**src/rtl/gb_host_bridge.sv**
```systemverilog
// Byte-stream host bridge: parses read/write command frames, issues one ghostbus
// transaction per frame and streams the response bytes back to the host.
module gb_host_bridge #(
    parameter int unsigned AW     = 12,
    parameter int unsigned DW     = 32,
    parameter int unsigned RD_LAT = 2
) (
    input  logic          clk,
    input  logic          rst,
    input  logic [7:0]    in_data,
    input  logic          in_valid,
    output logic          in_ready,
    output logic [7:0]    out_data,
    output logic          out_valid,
    input  logic          out_ready,
    output logic [AW-1:0] gb_addr,
    output logic [DW-1:0] gb_dout,
    input  logic [DW-1:0] gb_din,
    output logic          gb_we,
    output logic          busy,
    output logic [15:0]   txn_count
);
    localparam int unsigned NB       = DW / 8;
    localparam logic [3:0]  LastData = 4'(NB - 1);
    localparam logic [3:0]  LastLat  = 4'(RD_LAT - 1);

    typedef enum logic [2:0] {
        StIdle, StAddr, StWdata, StWstb, StRwait, StResp, StErr
    } state_e;

    state_e        state_q, state_d;
    logic          is_wr_q, is_wr_d;
    logic [3:0]    cnt_q, cnt_d;
    logic [AW-1:0] addr_q, addr_d;
    logic [DW-1:0] data_q, data_d;
    logic [AW-1:0] gb_addr_q, gb_addr_d;
    logic [DW-1:0] gb_dout_q, gb_dout_d;
    logic [7:0]    out_data_q, out_data_d;
    logic          out_valid_q, out_valid_d;
    logic [15:0]   txn_count_q, txn_count_d;
    logic          busy_q;

    always_comb begin
        state_d     = state_q;
        is_wr_d     = is_wr_q;
        cnt_d       = cnt_q;
        addr_d      = addr_q;
        data_d      = data_q;
        gb_addr_d   = gb_addr_q;
        gb_dout_d   = gb_dout_q;
        out_data_d  = out_data_q;
        out_valid_d = out_valid_q;
        txn_count_d = txn_count_q;
        in_ready    = 1'b0;

        unique case (state_q)
            StIdle: begin
                in_ready = !rst;
                if (in_valid) begin
                    if (in_data == 8'h01 || in_data == 8'h02) begin
                        state_d = StAddr;
                        is_wr_d = (in_data == 8'h01);
                        cnt_d   = 4'd0;
                    end else begin
                        state_d     = StErr;
                        out_valid_d = 1'b1;
                        out_data_d  = 8'hEE;
                    end
                end
            end
            StAddr: begin
                in_ready = !rst;
                if (in_valid) begin
                    if (cnt_q == 4'd0) begin
                        addr_d = AW'(in_data);
                        cnt_d  = 4'd1;
                    end else begin
                        // Truncation drops the address bits above AW.
                        addr_d = AW'({addr_q, in_data});
                        cnt_d  = 4'd0;
                        if (is_wr_q) begin
                            state_d = StWdata;
                        end else begin
                            gb_addr_d = AW'({addr_q, in_data});
                            state_d   = StRwait;
                        end
                    end
                end
            end
            StWdata: begin
                in_ready = !rst;
                if (in_valid) begin
                    data_d = DW'({data_q, in_data});
                    if (cnt_q == LastData) begin
                        gb_addr_d = addr_q;
                        gb_dout_d = DW'({data_q, in_data});
                        cnt_d     = 4'd0;
                        state_d   = StWstb;
                    end else begin
                        cnt_d = cnt_q + 4'd1;
                    end
                end
            end
            StWstb: begin
                state_d     = StResp;
                out_valid_d = 1'b1;
                out_data_d  = 8'hA5;
                cnt_d       = 4'd0;
            end
            StRwait: begin
                if (cnt_q == LastLat) begin
                    out_valid_d = 1'b1;
                    out_data_d  = gb_din[DW-1 -: 8];
                    data_d      = gb_din << 8;
                    cnt_d       = LastData;
                    state_d     = StResp;
                end else begin
                    cnt_d = cnt_q + 4'd1;
                end
            end
            StResp: begin
                // cnt_q holds the number of bytes still to follow the one on out_data.
                if (out_ready) begin
                    if (cnt_q == 4'd0) begin
                        out_valid_d = 1'b0;
                        txn_count_d = txn_count_q + 16'd1;
                        state_d     = StIdle;
                    end else begin
                        out_data_d = data_q[DW-1 -: 8];
                        data_d     = data_q << 8;
                        cnt_d      = cnt_q - 4'd1;
                    end
                end
            end
            StErr: begin
                if (out_ready) begin
                    out_valid_d = 1'b0;
                    state_d     = StIdle;
                end
            end
            default: state_d = StIdle;
        endcase
    end

    always_ff @(posedge clk) begin
        if (rst) begin
            state_q     <= StIdle;
            is_wr_q     <= 1'b0;
            cnt_q       <= 4'd0;
            addr_q      <= '0;
            data_q      <= '0;
            gb_addr_q   <= '0;
            gb_dout_q   <= '0;
            out_data_q  <= 8'h00;
            out_valid_q <= 1'b0;
            txn_count_q <= 16'h0000;
            busy_q      <= 1'b0;
        end else begin
            state_q     <= state_d;
            is_wr_q     <= is_wr_d;
            cnt_q       <= cnt_d;
            addr_q      <= addr_d;
            data_q      <= data_d;
            gb_addr_q   <= gb_addr_d;
            gb_dout_q   <= gb_dout_d;
            out_data_q  <= out_data_d;
            out_valid_q <= out_valid_d;
            txn_count_q <= txn_count_d;
            busy_q      <= (state_d != StIdle);
        end
    end

    // Gated by rst so a reset landing in the strobe cycle suppresses the write.
    assign gb_we     = (state_q == StWstb) && !rst;
    assign gb_addr   = gb_addr_q;
    assign gb_dout   = gb_dout_q;
    assign out_data  = out_data_q;
    assign out_valid = out_valid_q;
    assign txn_count = txn_count_q;
    assign busy      = busy_q;

endmodule

```
**config.mk**
```make
export PLATFORM = sky130hd
export DESIGN_NAME = gb_host_bridge
export DESIGN_NICKNAME = d
export VERILOG_FILES = /design/src/rtl/gb_host_bridge.sv
export SDC_FILE = /design/constraint.sdc
export NUM_CORES = 1
export LEC_CHECK = 0
export ABC_AREA = 1
export CORE_ASPECT_RATIO = 1.1
export CORE_MARGIN = 2
export CORE_UTILIZATION = 51
export DETAILED_ROUTE_END_ITERATION = 7
export GPL_TIMING_DRIVEN = 0
export HOLD_SLACK_MARGIN = 0.08
export PLACE_DENSITY = 0.91
export SYNTH_ARGS = -nofsm -noshare
export SYNTH_HDL_FRONTEND = slang
export SYNTH_SLANG_ARGS = --single-unit
```
**constraint.sdc**
```tcl
create_clock -name clk -period 2.3 [get_ports clk]
set_input_delay 0.46 -clock clk [delete_from_list [all_inputs] [get_ports clk]]
set_output_delay 0.46 -clock clk [all_outputs]
set_load 0.1 [all_outputs]
```
==> results of run 1 <==
synth_stat cells, drive strengths merged:
master,number
nand2,165
o21ai,128
dfxtp,122
nor2,106
a21oi,89
inv,79
nand3,39
buf,24
clkbuf,18
nor3,12
ha,5
nand4,5
xor2,5
a211oi,2
o22ai,2
a31oi,1
clkinv,1
o211ai,1
layout make-up:
class	instances	share of cell area, %
clock inverters	11	2.30
plain buffers	41	2.99
clock buffers	20	5.86
flip-flops and latches	122	32.8
inverters	80	4.15
multi-input cells	560	35.2
repair buffers	115	14.2
well taps	147	2.47
logic make-up (layout without fill, tap and decap cells):
kind of cell,count (synthesis),after routing,share of synthesized area [%]
simple gates,327,327,24.8
compound gates,223,223,20.2
flops,122,122,43.7
buf+inv,122,267,9.40
fa+ha+maj,5,5,1.12
xor+xnor,5,5,0.783
flip-flops by register name, indices dropped and copies added (netlist names):
register,flops
out_data,8
addr_q,12
state_q,3
gb_addr,12
cnt_q,4
out_valid,1
gb_dout,32
busy,1
is_wr_q,1
data_q,32
txn_count,16
per-layer routing:
metal  up-vias  routed length [µm]  global-route usage (%)
met2       324                8110                    50.4
met4         0                 760                    17.2
met5         -                   0                       0
met1      2724                6330                    31.7
met3        74                1230                    5.49
li1       2878                   -                       -
worst max-delay path by stage:
stage | from | endpoint | cells past startpoint | slack (ns)
final | txn_count[12] | txn_count[12] | 1 | 0.12
after global routing | rst | in_ready | 6 | 0.06
after CTS | state_q[1] | in_ready | 4 | 0.07
after detailed placement | rst | in_ready | 7 | -1.39
after global placement | rst | in_ready | 7 | -1.38
after floorplan | rst | in_ready | 6 | 0.009
report_power, final:
part | leakage, nW | internal, mW | switching [mW]
registers | 0.991 | 2.29 | 0.0695
clock network | 0.290 | 1.81 | 0.964
logic | 2.06 | 0.413 | 1.13
total | 3.34 | 4.51 | 2.16
through the flow:
| step | std cells | setup TNS, ns | hold WS [ns] | utilization (%) |
|---|---|---|---|---|
| global route | 1096 | 0 | 0.438 | 68.9 |
| global placement | 1065 | -1.96 | 0.438 | 64.0 |
| CTS | 1096 | 0 | 0.405 | 68.9 |
| finish | 1096 | 0 | 0.409 | 68.9 |
| floorplan | 804 | 0 | 0.425 | - |
| detailed placement | 1065 | -1.95 | 0.442 | 64.0 |
timing repair:
action	CTS	global route
buffers inserted	1	0
gates resized for setup	85	1
setup endpoints to repair	72	2
==> out/qor.txt, run 1 <==
drt drc: 0
CP Class: flop to output pin
final period utilization: 94.8%
Layout Nets: 986
status: finished, final reports clean
Placer Congestion: 0.931
max incr delay on CP: 0.89 ns
Syn Std Cell Area: 5590 µm²
final hold violations: 0
global-route wire length before repair: 26700 µm
TritonRoute pass-1 iters: 5
CTS sink count: 122
gr usage total: 28.4%
clk slew on worst S/H paths: 0.05 ns
final WL: 16400 µm
First DRT Iteration DRCs: 458
Mapped Cells: 804
max cap viols: 0
reg2reg end: data_q[28]
synthesized area per cell: 6.95 µm²
initial antenna violation count: 0
Place WS: -1.39 ns
TritonCTS clock tree: yes
reg-to-reg critical path startpoint: cnt_q[0]
root buffer cell: clkbuf_16
Worst Hold End: txn_count[4]
power per standard cell area: 896 nW/µm²
Final Skew: 0.00789 ns
Yosys Warn Count: 0
FF-to-FF path depth: 9
critical path capture point type: output pin
commonest non-fill, non-tap cell in the layout: nand2_1
R2R setup slack: 0.41 ns
Die X: 104 µm
area share of the largest cell type after synthesis: 43.7%
post-route antenna net violation count: 0
ant diodes: 0
vias per inst: 5.47
Synthesized Nets: 853
hpwl dp: 11700 µm
die height: 114 µm
most frequent cells in the layout: nand2_1, dfxtp_1, nor2_1
Tmin final: 2.18 ns
Max VDD drop: 0.476 mV
WP data required: 1.84 ns
Inserted Clock Buffers: 17
CP max stage cell: dlygate4sd2_1
area occupied by multi-input gates: 2620 µm²
CP Cell Sequence: dlygate4sd2_1
worst slew pin tran: 0.975 ns
P_leak: 3.34 nW
final design area excluding fillers: 7450 µm²
I/O pins: 116
Initial Util: 51.7%
Max Freq: 459 MHz
hold path cells: 2
critical path arrival: 1.72 ns
Slew Limit Fails: 0
Synth Register Bits: 122
gr ovfl total: 0
Final Power: 6.67 mW
synth-to-layout area growth: 33.2%
core region area: 10800 µm²
crit path buf inv count: 1
Clock Path Buffers: 2
Seq/Total Area, Yosys: 43.7%
HP Class: input port to flop
Die ar.: 11800 µm²
PortBufs: 114
Avg WL per Cell: 15.0 µm
Unique masters post-synth: 28
CP delay by family, top: buffers and inverters
Storage cell area: 2440 µm²
final setup margin: 0.119 ns
Skew-Pair Late Insertion Delay: 0.42 ns
HP Start: rst
slew margin rel.: 35.3%
top cells by area, synth: dfxtp_1, nand2_1, a21oi_1
Final Setup Violations: 0
hold_buf cts: 0
CP Launch Type: flop
row count: 40
Max H-tree Level: 4
worst-path fanout max: 6
Yosys top cell by area: dfxtp_1
via count of the first global-routing pass: 5696
unrepaired setup endpoints after global routing: no
DR vias: 6000
largest net degree at the start of global routing: 17
placed cell area: 6920 µm²
layout cells sized above 1: 8.54%
fillers: 909
(Power assumes the default switching activity.)
==> inputs of run 2 (changes only) <==
ABC_CLOCK_PERIOD_IN_PS = 2300   (was unset)
==> results of run 2 <==
Final layout, timing and power as in run 1 (identical DEF).
==> edit 1: new RTL, flow settings as in run 2 <==
`AW`: 12 -> 11.
--- a/src/rtl/gb_host_bridge.sv
+++ b/src/rtl/gb_host_bridge.sv
@@ -2,5 +2,5 @@
 // transaction per frame and streams the response bytes back to the host.
 module gb_host_bridge #(
-    parameter int unsigned AW     = 12,
+    parameter int unsigned AW     = 11,
     parameter int unsigned DW     = 32,
     parameter int unsigned RD_LAT = 2
Ports: changed (resized gb_addr); port bits go from 116 to 115. The function was not compared with the original's and may differ.
==> edit 1 against run 2 <==
  * Setup slack got worse by 0.037 ns
  * Final area rose by 1.3%
  * Sequential cell count fell by 2
  * Largest cell class unchanged
  * Wire length rose by 1.7%
  * Sequential share of layout area fell by 0.98 points
  * Combinational power rose by 14%
  * Critical endpoint is now txn_count[11]
  * Area after synthesis rose by 1.9%
  * Count of clock-buffer cells in the layout fell by 1
  * Power rose by 3.1%
==> edit 1: results (changes against run 2) <==
[grt]
gr-usage-all-layers_pct=27.92  ; -0.47 points
grt_max_degree=20  ; +3
grt_pass1_vias=5628  ; -1.2%
grt_pass1_wl_mm=26.94  ; +1.1%

[synth]
synth_area_leaders=dfxtp_1, nand2_1, o21ai_0
synth_ff_type=dfxtp_1
synthTopCellsByCount=nand2_1, dfxtp_1, o21ai_0
synth_fp_nets=863  ; +1.2%
synthesis.instances=814  ; +1.2%
synth-async-reset-ratio_pct=0  ; unchanged
ys_seq_area_share_pct=42.18  ; -1.5 points
ys_types=35  ; +25%

[min_path]
min_path_type=in2reg
min_path_cells=2  ; unchanged

[clock_network]
cts_buffers=17  ; unchanged
cts_setup_buffers=0  ; -1
htree_levels=4  ; unchanged

[cells_and_area]
fin_nets=994  ; +0.81%
finalNonFillerCells=1105  ; +0.82%
fillers=917  ; +0.88%
drive_above_1_share_pct=9.916  ; +1.4 points
antenna_cells=0  ; unchanged

[setup_path]
cp.arrival_ns=1.76  ; +0.04 ns
reg2regPathDepth=6  ; -3
slowest_stage=dlygate4sd2_1

[place]
gp_congestion=0.9284  ; -0.32%
dp_hpwl_mm=11.57  ; -0.69%
place.port_buffers=113  ; -0.88%

[power]
power_leakage_uw=0.003409  ; +2.0%
p_sw_uw=2352  ; +8.7%
ir_worst_vdd_uv=560.4  ; +18%

[routing]
drtIter0Drc=434  ; -5.2%
wl_per_cell_um=15.12  ; +0.83%
vias=5954  ; -0.77%

[outcome]
status=finished clean

[timing]
slew_headroom_pct=33.79  ; -1.5 points
clock_skew_ns=0.005970  ; -0.001922 ns

[edit 1: path summary, 6_finish.rpt]
| check | start | endpoint | slack [ns] |
|---|---|---|---|
| worst min register to register | data_q[27] | data_q[27] | 0.45 |
| worst max-delay path | txn_count[11] | txn_count[11] | 0.08 |
| worst min-delay path | rst | txn_count[15] | 0.39 |
| worst max register to register | cnt_q[0] | gb_dout[27] | 0.34 |
[edit 1: metrics by stage]
step / setup slack [ns] / TNS, ns / cell area, µm² / hold WS, ns
after CTS: 0.006501 / 0 / 7542 / 0.3997
final: 0.08224 / 0 / 7547 / 0.3924
after global placement: -1.253 / -1.861 / 7017 / 0.4376
after floorplan: 0.03574 / 0 / 5702 / 0.4253
after global routing: 0.01829 / 0 / 7547 / 0.4238
after detailed placement: -1.270 / -1.931 / 7017 / 0.4436
[edit 1: kinds of logic (layout without fill, tap and decap cells)]
group,Yosys count,in the layout,share of synthesized area (%)
AND/OR/NAND/NOR,335,335,26.01
adder cells (fa/ha/maj),5,5,1.098
AO/OA/AOI/OAI,217,217,19.40
flip-flops,120,120,42.18
buffers and inverters,132,276,10.54
XOR/XNOR,5,5,0.7689
[edit 1: what timing repair did]
item / in CTS / in global routing
setup endpoints to repair: 71 / 2
gates resized for setup: 81 / 2
cloned: 0 / 0
[edit 1: layout make-up]
type                       count  area, µm²  share of cell area [%]
clock buffer                  19      452.9                   6.001
multi-input combinational    562       2695                   35.71
inverter                      89      347.8                   4.609
timing repair buffer         113       1040                   13.78
buffer                        42      256.5                   3.399
clock inverter                13      168.9                   2.238
tap                          147      183.9                   2.437
sequential                   120       2402                   31.83
[edit 1: power by group through the flow]
stage	combinational [µW]	sequential [µW]	clock [µW]
4_1_cts	1740	2340	2770
3_3_place_gp	1720	2380	0
5_1_grt	1890	2360	2880
3_5_place_dp	1740	2390	0
6_report	1760	2340	2770
2_1_floorplan	898	2780	0
[edit 1: routing by layer]
metal / vias up / global-route usage (%) / part of all wire (%) / wire length (µm)
li1: 2914 / - / - / -
met1: 2733 / 34.10 / 43 / 7201
met2: 267 / 48.23 / 48 / 7985
met3: 40 / 5.896 / 6.7 / 1116
met4: 0 / 11.47 / 2.4 / 401
met5: - / 0 / 0 / 0
==> edit 2: new RTL, flow settings as in run 2 <==
Made on the original files. The 7 states of `state_e` get a one-hot encoding in 7 bits.
--- a/src/rtl/gb_host_bridge.sv
+++ b/src/rtl/gb_host_bridge.sv
@@ -25,6 +25,6 @@
     localparam logic [3:0]  LastLat  = 4'(RD_LAT - 1);
 
-    typedef enum logic [2:0] {
-        StIdle, StAddr, StWdata, StWstb, StRwait, StResp, StErr
+    typedef enum logic [6:0] {
+        StIdle = 7'b0000001, StAddr = 7'b0000010, StWdata = 7'b0000100, StWstb = 7'b0001000, StRwait = 7'b0010000, StResp = 7'b0100000, StErr = 7'b1000000
     } state_e;
 
Behaviour: same outputs for any inputs over 10 cycles, from zero or initial values and one cycle with rst high; not proved beyond that.
==> edit 2 against run 2 <==
  * The flow now finishes with violations (setup timing)
  * Global-route usage fell by 0.11 points
  * Final area rose by 7.4%
  * Critical path depth increased by 4
  * Sequential cell count grew 4
  * Register-to-register slack worse by 0.07 ns
  * Area after synthesis grew 7.3%
  * Cell count is 6.2% higher
  * Wire length up 9.6%
  * Setup slack got worse by 0.15 ns
  * Critical path type is now in2out
  * Critical endpoint is now in_ready
Power is not compared: it rests on default switching activity, and its combinational part moved more than twofold at a synthesized area within 25%.
==> edit 2: results (changes against run 2) <==
[cells_and_area]
final_area_um2=8000  ; +7.4%
fin_nets=1050  ; +6.5%
fillers=923  ; +1.5%
finalNonFillerCells=1164  ; +6.2%

[synth]
synthesis.instances=865  ; +7.6%
synth_fp_nets=914  ; +7.2%
ys_seq_area_share_pct=42.05  ; -1.6 points
synthTopCellsByCount=nand2_1, dfxtp_1, a21oi_1, o21ai_0

[setup_path]
slowest_stage=buf_1
critPathLaunch=rst
max_stage_delay_ns=0.52  ; -0.37 ns
cp_max_fo=9  ; +3
cp.arrival_ns=1.87  ; +0.15 ns
rrSetupSlack_ns=0.34  ; -0.07 ns
crit_path_end=in_ready

[min_path]
timing.hold.worst.start=addr_q[7]
min_path_type=reg2reg
whs_endpoint=addr_q[7]

[routing]
dr.pass1.iters=7  ; +2
dr_wl_met3_mm=1.782  ; +45%
drtIter0Drc=621  ; +36%
drt-met1-wl_mm=6.801  ; +7.4%
wl_per_cell_um=15.48  ; +3.2%
vias_per_cell=5.551  ; +1.4%

[timing]
setup_violations=1  ; +1
setup_ws_ns=-0.03011  ; -0.1493 ns
hold_ws_ns=0.4480  ; +0.03869 ns
slew_headroom_pct=31.86  ; -3.4 points
tns_ns=-0.03011  ; -0.03011 ns

[place]
placed_area_um2=7333  ; +6.0%
place_ws_ns=-1.362  ; +0.02792 ns
gp_congestion=0.9243  ; -0.76%

[outcome]
status=complete, but fails checks
violations=setup timing

[grt]
grt_max_degree=22  ; +5

[clock_network]
clkSinkCount=126  ; +3.3%

[power]
power_uw=6049

edit 2: cell type report:
class,count,share of cell area (%)
multi-input combinational,593,35.75
sequential,126,31.67
timing repair buffer,118,13.64
clock buffer,17,5.317
inverter,103,4.926
clock inverter,15,3.206
buffer,41,3.081
tap,150,2.346
timing repair inverter,1,0.06256
edit 2: cell families (layout without fill, tap and decap cells):
family / Yosys count / count (layout) / share of synthesized area [%]
AO/OA/AOI/OAI: 238 / 238 / 20.11
XOR/XNOR: 6 / 6 / 0.8763
adder cells (fa/ha/maj): 5 / 5 / 1.043
buffers and inverters: 146 / 295 / 10.60
flip-flops: 126 / 126 / 42.05
AND/OR/NAND/NOR: 344 / 344 / 25.32
edit 2: routing by layer:
metal	GRT usage, %	vias to the layer above
li1	-	3080
met1	32.58	2934
met2	48.73	379
met3	7.032	68
met4	13.14	0
met5	0	-
edit 2: repair_timing:
item                       in CTS  in global routing
buffers inserted                0                  4
cloned                          0                  1
gates resized for setup        86                 16
pin swaps                       0                  0
setup endpoints to repair      72                  2
